**src/rtl/imem_loader_pkg.sv**
```systemverilog
// Shared MIPS definitions: instruction kinds, opcode/funct fields, loader
// state and error codes, plus the two word-format encoders.
package imem_loader_pkg;

  typedef enum logic [3:0] {
    KIND_ADD  = 4'd0,
    KIND_SUB  = 4'd1,
    KIND_AND  = 4'd2,
    KIND_OR   = 4'd3,
    KIND_SLT  = 4'd4,
    KIND_LW   = 4'd5,
    KIND_SW   = 4'd6,
    KIND_BEQ  = 4'd7,
    KIND_ADDI = 4'd8
  } instr_kind_e;

  localparam logic [5:0] OP_RTYPE   = 6'b000000;
  localparam logic [5:0] OP_LW      = 6'b100011;
  localparam logic [5:0] OP_SW      = 6'b101011;
  localparam logic [5:0] OP_BEQ     = 6'b000100;
  localparam logic [5:0] OP_ADDI    = 6'b001000;

  localparam logic [5:0] FUNCT_ADD  = 6'b100000;
  localparam logic [5:0] FUNCT_SUB  = 6'b100010;
  localparam logic [5:0] FUNCT_AND  = 6'b100100;
  localparam logic [5:0] FUNCT_OR   = 6'b100101;
  localparam logic [5:0] FUNCT_SLT  = 6'b101010;

  typedef enum logic [2:0] {
    ST_IDLE  = 3'd0,
    ST_LOAD  = 3'd1,
    ST_DRAIN = 3'd2,
    ST_DONE  = 3'd3,
    ST_ERR   = 3'd4
  } ld_state_e;

  localparam logic [1:0] ERR_NONE     = 2'd0;
  localparam logic [1:0] ERR_BAD_KIND = 2'd1;
  localparam logic [1:0] ERR_OVERFLOW = 2'd2;

  function automatic logic [31:0] enc_rtype(input logic [4:0] rs, input logic [4:0] rt,
                                            input logic [4:0] rd, input logic [5:0] funct);
    return {OP_RTYPE, rs, rt, rd, 5'b00000, funct};
  endfunction

  function automatic logic [31:0] enc_itype(input logic [5:0] op, input logic [4:0] rs,
                                            input logic [4:0] rt, input logic [15:0] imm);
    return {op, rs, rt, imm};
  endfunction

endpackage

```
**src/rtl/imem_loader_encoder.sv**
```systemverilog
// Combinational encoder: instruction kind plus register/immediate fields to a
// 32-bit MIPS word; kind_ok flags kinds the core understands.
module imem_loader_encoder
  import imem_loader_pkg::*;
(
  input  logic [3:0]  i_kind,
  input  logic [4:0]  i_rs,
  input  logic [4:0]  i_rt,
  input  logic [4:0]  i_rd,
  input  logic [15:0] i_imm,
  output logic [31:0] o_word,
  output logic        o_kind_ok
);

  // Kind decode; unknown kinds yield a zero word with kind_ok low
  always_comb begin
    o_word    = 32'h0000_0000;
    o_kind_ok = 1'b0;
    case (i_kind)
      KIND_ADD:  begin o_word = enc_rtype(i_rs, i_rt, i_rd, FUNCT_ADD); o_kind_ok = 1'b1; end
      KIND_SUB:  begin o_word = enc_rtype(i_rs, i_rt, i_rd, FUNCT_SUB); o_kind_ok = 1'b1; end
      KIND_AND:  begin o_word = enc_rtype(i_rs, i_rt, i_rd, FUNCT_AND); o_kind_ok = 1'b1; end
      KIND_OR:   begin o_word = enc_rtype(i_rs, i_rt, i_rd, FUNCT_OR);  o_kind_ok = 1'b1; end
      KIND_SLT:  begin o_word = enc_rtype(i_rs, i_rt, i_rd, FUNCT_SLT); o_kind_ok = 1'b1; end
      KIND_LW:   begin o_word = enc_itype(OP_LW,   i_rs, i_rt, i_imm); o_kind_ok = 1'b1; end
      KIND_SW:   begin o_word = enc_itype(OP_SW,   i_rs, i_rt, i_imm); o_kind_ok = 1'b1; end
      KIND_BEQ:  begin o_word = enc_itype(OP_BEQ,  i_rs, i_rt, i_imm); o_kind_ok = 1'b1; end
      KIND_ADDI: begin o_word = enc_itype(OP_ADDI, i_rs, i_rt, i_imm); o_kind_ok = 1'b1; end
      default:   begin o_word = 32'h0000_0000; o_kind_ok = 1'b0; end
    endcase
  end

endmodule

```
**src/rtl/imem_loader.sv**
```systemverilog
// Program loader: accepts one instruction per handshake, encodes it and writes
// consecutive instruction-memory words, then releases the core via cpu_run.
module imem_loader
  import imem_loader_pkg::*;
#(
  parameter int ADDR_W = 6
) (
  input  logic              clk,
  input  logic              reset,
  input  logic              start,
  input  logic              in_valid,
  output logic              in_ready,
  input  logic [3:0]        in_kind,
  input  logic [4:0]        in_rs,
  input  logic [4:0]        in_rt,
  input  logic [4:0]        in_rd,
  input  logic [15:0]       in_imm,
  input  logic              in_last,
  output logic              mem_we,
  output logic [ADDR_W-1:0] mem_addr,
  output logic [31:0]       mem_wdata,
  output logic              cpu_run,
  output logic              err,
  output logic [1:0]        err_code,
  output logic [ADDR_W:0]   load_count
);

  localparam logic [ADDR_W:0] LAST_SLOT = {1'b0, {ADDR_W{1'b1}}};
  localparam logic [ADDR_W:0] CNT_ONE   = {{ADDR_W{1'b0}}, 1'b1};

  ld_state_e         r_state;
  ld_state_e         w_next_state;
  logic              r_mem_we;
  logic [ADDR_W-1:0] r_mem_addr;
  logic [31:0]       r_mem_wdata;
  logic [1:0]        r_err_code;
  logic [ADDR_W:0]   r_load_count;

  logic [31:0]       w_word;
  logic              w_kind_ok;
  logic              w_accept;
  logic              w_restart;
  logic              w_at_last_slot;

  imem_loader_encoder u_encoder (
    .i_kind    (in_kind),
    .i_rs      (in_rs),
    .i_rt      (in_rt),
    .i_rd      (in_rd),
    .i_imm     (in_imm),
    .o_word    (w_word),
    .o_kind_ok (w_kind_ok)
  );

  assign w_accept       = in_valid & (r_state == ST_LOAD);
  assign w_restart      = start & ((r_state == ST_IDLE) | (r_state == ST_DONE) | (r_state == ST_ERR));
  assign w_at_last_slot = (r_load_count == LAST_SLOT);

  // State register
  always_ff @(posedge clk or posedge reset) begin
    if (reset) r_state <= ST_IDLE;
    else       r_state <= w_next_state;
  end

  // Next-state logic; a write into the last slot without in_last overflows
  always_comb begin
    w_next_state = r_state;
    case (r_state)
      ST_IDLE, ST_DONE, ST_ERR: begin
        if (start) w_next_state = ST_LOAD;
        else       w_next_state = r_state;
      end
      ST_LOAD: begin
        if (!w_accept)          w_next_state = ST_LOAD;
        else if (!w_kind_ok)    w_next_state = ST_ERR;
        else if (in_last)       w_next_state = ST_DRAIN;
        else if (w_at_last_slot) w_next_state = ST_ERR;
        else                    w_next_state = ST_LOAD;
      end
      ST_DRAIN: w_next_state = ST_DONE;
      default:  w_next_state = ST_IDLE;
    endcase
  end

  // State-decoded outputs
  always_comb begin
    in_ready = 1'b0;
    cpu_run  = 1'b0;
    err      = 1'b0;
    case (r_state)
      ST_LOAD: in_ready = 1'b1;
      ST_DONE: cpu_run  = 1'b1;
      ST_ERR:  err      = 1'b1;
      default: begin in_ready = 1'b0; cpu_run = 1'b0; err = 1'b0; end
    endcase
  end

  // Write port, word counter and error code
  always_ff @(posedge clk or posedge reset) begin
    if (reset) begin
      r_mem_we     <= 1'b0;
      r_mem_addr   <= '0;
      r_mem_wdata  <= 32'h0000_0000;
      r_err_code   <= ERR_NONE;
      r_load_count <= '0;
    end else begin
      r_mem_we <= w_accept & w_kind_ok;
      if (w_accept & w_kind_ok) begin
        r_mem_addr  <= r_load_count[ADDR_W-1:0];
        r_mem_wdata <= w_word;
      end
      if (w_restart) begin
        r_load_count <= '0;
        r_err_code   <= ERR_NONE;
      end else if (w_accept) begin
        if (!w_kind_ok) begin
          r_err_code <= ERR_BAD_KIND;
        end else begin
          r_load_count <= r_load_count + CNT_ONE;
          if (w_at_last_slot & ~in_last) r_err_code <= ERR_OVERFLOW;
        end
      end
    end
  end

  assign mem_we     = r_mem_we;
  assign mem_addr   = r_mem_addr;
  assign mem_wdata  = r_mem_wdata;
  assign err_code   = r_err_code;
  assign load_count = r_load_count;

endmodule

```
**config.mk**
```make
export PLATFORM = sky130hd
export DESIGN_NAME = imem_loader
export DESIGN_NICKNAME = d
export VERILOG_FILES = /design/src/rtl/imem_loader_pkg.sv /design/src/rtl/imem_loader_encoder.sv /design/src/rtl/imem_loader.sv
export SDC_FILE = /design/constraint.sdc
export NUM_CORES = 1
export LEC_CHECK = 0
export CAP_MARGIN = 10
export CORE_ASPECT_RATIO = 1.75
export CORE_UTILIZATION = 39
export DETAILED_ROUTE_END_ITERATION = 6
export GPL_TIMING_DRIVEN = 0
export PLACE_DENSITY = 0.77
export SLEW_MARGIN = 20
export SYNTH_ARGS = -nofsm -noshare
export SYNTH_HDL_FRONTEND = slang
export SYNTH_SLANG_ARGS = --single-unit
```
**constraint.sdc**
```tcl
create_clock -name clk -period 1.54 [get_ports clk]
set_clock_uncertainty 0.05 [all_clocks]
set_input_delay 0.308 -clock clk [delete_from_list [all_inputs] [get_ports clk]]
set_output_delay 0.308 -clock clk [all_outputs]
set_load 0.005 [all_outputs]
```
# == Word-level counts from Yosys, hierarchy flattened ==
# Index checks and enable logic that the tools add are counted.
# totals
ff_bits,51
input_bits,40
output_inout_bits,51
wordCells,55
# classes
addsub,1
n_eq_ne,15
muxes,18
bitwise_logic,7
n_reduce_logical,8
# op_table
cell,n
$pmux W32 S9,1
$mux W7,3
$eq A4 B3 Y1 const B,4
$mux W3,5
$pmux W3 S3,1
$reduce_or A9 Y1,1
$eq A4 B2 Y1 const B,2
$mux W2,4
$add A7 B1 Y7 const B,1
$eq A7 B6 Y1 const B,1
$eq A3 B2 Y1 const B,2
$and A1 B1 Y1,4
$eq A4 B1 Y1 const B,1
$eq A4 B4 Y1 const B,1
$logic_not A4 Y1,1
$mux W1,4
$reduce_and A2 Y1,2
$reduce_bool A2 Y1,2
$eq A3 B1 Y1 const B,1
$eq A3 B3 Y1 const B,1
$logic_not A3 Y1,1
$ne A3 B1 Y1 const B,1
$reduce_or A3 Y1,1
$ne A2 B2 Y1 const B,1
other kinds (2),3

# == Depth between registers and ports, before layout ==
# depth
word_depth,6
ltp_mapped,7
depth_no_buf,5

# == Modules after synthesis ==
# From an unflattened synthesis, not the netlist that was laid out.
# hier_totals
hier_cells,303
area_unflattened_um2,2642.5
# by_module_without_submodules
module,instances,cells_per_inst,area_each_um2,seq_area_each_um2
imem_loader,1,218,2097.0,1276.2
imem_loader_encoder,1,85,545.5,0.0

# == Worst setup path after synthesis ==
# Ideal clock, no wire load.
# synth_path
path_kind,input-to-reg
startpoint,input in_kind[1]
endpoint,register r_mem_wdata[11] (netlist: mem_wdata[11])
setup_ns,0.126
arrival_ns,1.465
t_required_ns,1.364
slack_ns,-0.101
cell_stages,6
path_buffers,2
cell_sequence,buf_4 o31a_4 nand2b_4 buf_6 and2_0 a221o_1
# synth_between
elab_chain_cells,4
elab_cells_between_ends,13
classes_between,8 x eq/ne; 2 x mux; 1 x bitwise; 2 x reduce/logical
# synth_rtl
item,line,rtl
start: declaration,imem_loader.sv:13,"input logic [3:0] in_kind,"
"$eq A4 B1 Y1, or another cell as far along",imem_loader_encoder.sv:19,case (i_kind)
$reduce_or A9 Y1 (no line),--,
$mux W1,imem_loader_encoder.sv:19,
$and A1 B1 Y1,imem_loader.sv:108,if (w_accept & w_kind_ok) begin
end signal: assignment,imem_loader.sv:110,r_mem_wdata <= w_word;
end: declaration,imem_loader.sv:35,logic [31:0] r_mem_wdata;
# Parallel ways exist; a longest one is shown, timed or not.
# A chain may end at the register's enable or synchronous reset.

# == Final worst setup path ==
# layout_path
startpoint,register r_state[1]
endpoint,register r_mem_wdata[13] (netlist: mem_wdata[13])
# layout_between
elab_chain_cells,3
# layout_rtl
item,line,rtl
start: declaration,imem_loader.sv:31,ld_state_e r_state;
start signal: assignment,imem_loader.sv:62,else r_state <= w_next_state;
$eq A3 B1 Y1,imem_loader.sv:55,assign w_accept = in_valid & (r_state == ST_LOAD);
$and A1 B1 Y1,imem_loader.sv:55,
$and A1 B1 Y1,imem_loader.sv:108,
# No other way between the ends.

==> flow_summary.ini <==
[layout]
multi_input_area_mm2 = 0.00110
layout_commonest_cell = dfrtp_1
final_cell_mix = dfrtp_1, nand2_1, clkdlybuf4s50_1, buf_4, dlymetal6s2s_1
design_area_mm2 = 0.00403
regArea_mm2 = 0.00121
stdcell_count = 438
drive_gt1_share_pct = 32.0
diodes = 0
area_delta_synth_final_pct = 81.3
fillers = 417
nets = 402

[sta]
maxSlewHeadroom_pct = 65.7
post-route-period-util_pct = 110
fmax_ghz = 0.590
setup_viol = 35
setup_ws_ns = -0.155
drv_slew = 0
worst_pin_slew_ns = 0.513
fin_tns_setup_ns = -2.16
finalHoldViolations = 0
period_needed_ns = 1.70
rsz0062_at_grt = yes

[clock_network]
clock_sinks = 48
cts_root_buf = clkbuf_8
clkSlewWorstSetupHoldPaths_ns = 0.09
cts_hold_buf = 0
clk_path_buf_depth = 2
h-tree-depth = 2
numCtsBuffers = 5
cts_tree = done
clock_latency_ns = 0.29

[drt]
viasPerCell = 5.08
firstDrtPassIters = 7
drc = 1
wl_mm = 6.95
drtIter0Drc = 65
vias = 2223
ant_nets = 0
wl_per_cell_um = 15.9

[floorplan]
core_area_mm2 = 0.00554
ios = 91
die-area_mm2 = 0.00601
start_util_pct = 40.1
die_w_um = 59.0
rows = 36
die_h_um = 102

[synthesis]
yosysSeqAreaShare_pct = 54.1
synthArstFlopShare_pct = 100
synthTopCellsByArea = dfrtp_1, nand2_1, a221o_1
synth_edf_count = 0
synth_area_mm2 = 0.00222
ys_ff_latch = 48
ys.warnings.count = 0
syn_inst = 224
syn_area_per_cell_um2 = 9.91
synth_top_cell_by_area = dfrtp_1
synth_cell_types = 42
synth_top_area_share_pct = 54.1
synthFlopType = dfrtp_1
syn-num-nets = 265

[worst_setup_path]
worstRegToRegCells = 6
crit_arrival_ns = 1.82
critPathMaxFanout = 5
cp.required_ns = 1.67
start_kind = register
path_class = register to register
endpoint_kind = register

[min_path]
min_delay_path_depth = 2
hold_path.class = primary input to register

[pwr]
seqPwrFrac_pct = 33.7
power_mw = 5.93
p_sw_mw = 1.88
netSwitchingFraction_pct = 31.6
p_leak_nw = 2.26
power.density_mw_per_mm2 = 1470
ir_drop_v = 0.00104
power_frac_clock_pct = 16.1
p_int_mw = 4.06
combPwrFrac_pct = 50.2

[global_route]
grt_pass1_wl_mm = 9.45
antenna_found_initial = 0
grt-ovfl-total = 0
grt_usage_pct = 20.6
grt_max_degree = 27
grt_pass1_vias = 2003

[place]
port_buffers = 87
hpwl_mm = 4.14
place_area_mm2 = 0.00321
gp_congestion = 0.813
dp_cells = 388

[run_status]
violations = design-rule violations, negative setup slack
outcome = finished, violations left

[run]
maxCapViolCount = 0
cell families (layout without fill, tap and decap cells):
kind of cell    Yosys count  after routing  share of synthesized area [%]
mux                       1              1                          0.451
other cells               1              1                          0.169
compound gates           45             45                           15.7
flops                    48             48                           54.1
buf+inv                  21            159                           5.69
simple gates            102            102                           21.4
xor+xnor                  5              5                           1.97
fa+ha+maj                 1              1                          0.563
metrics by stage:
step / hold WS (ns) / util (%) / setup WS [ns]
after floorplan: 0.358 / - / -0.0664
after global placement: 0.408 / 57.6 / -0.955
after detailed placement: 0.413 / 57.9 / -0.613
after CTS: 0.180 / 65.0 / -0.156
after global routing: 0.194 / 72.7 / -0.211
final: 0.195 / 72.7 / -0.155
repair_timing:
action,in CTS,in global routing
pin swaps,11,33
setup endpoints to repair,62,76
gates cloned,2,2
setup buffers,22,17
resized for setup,49,87
flip-flops by register name (all words and copies together), names as in the netlist:
name        cells
mem_we          1
load_count      7
r_state         3
mem_addr        6
err_code        2
mem_wdata      29
routing by layer:
layer	part of all wire (%)	vias to the layer above	GRT usage [%]	routed length, µm
li1	-	1046	-	-
met1	36	1090	25.0	2510
met2	58	71	36.6	4030
met3	2.8	16	1.52	194
met4	3.1	0	9.34	216
met5	0	-	0	0
power groups by stage:
stage	clock, mW	sequential [mW]	combinational (mW)
after global placement	0	1.99	2.10
after detailed placement	0	2.01	2.15
after global routing	1.03	2.04	3.22
after floorplan	0	2.01	0.882
after CTS	0.979	1.96	2.56
final	0.955	2.00	2.98
cell type report:
class	instances	area share, %
Inverter	6	0.559
Sequential cell	48	30.0
Clock inverter	2	0.963
Multi-Input combinational cell	155	27.3
Clock buffer	6	2.05
Timing Repair Buffer	131	33.3
Tap cell	76	2.36
Buffer	14	3.57
worst paths after layout:
kind / start / end / slack, ns
worst max-delay path: r_state[1] / mem_wdata[13] / -0.16
worst min-delay path: in_kind[0] / mem_wdata[29] / 0.20
worst max register to register: r_state[1] / mem_wdata[13] / -0.16
worst min register to register: mem_wdata[25] / mem_wdata[25] / 0.44
max in group asynchronous: reset / mem_wdata[27] / 0.58
min in group asynchronous: reset / mem_wdata[18] / 0.34
Yosys cell counts, types with 2 or more instances:
cell      number
nand2_1       63
dfrtp_1       48
nor2_1        11
o21ai_0       10
a221o_1        8
a22o_1         7
a21oi_1        6
buf_4          6
inv_1          6
and2_0         5
xnor2_1        5
nor3_1         4
nor4_1         4
and2_1         3
buf_6          3
clkbuf_1       3
o21a_1         3
a32o_1         2
and3b_1        2
buf_2          2
nand3_1        2
critical path, stage by stage (launching register included):
cell      delay, ns
dfrtp_2        0.46
buf_6          0.13
and4bb_4       0.32
nand2b_4       0.10
buf_8          0.14
and2_4         0.12
a221o_1        0.25
No activity file was read; power rests on OpenSTA's default activity.
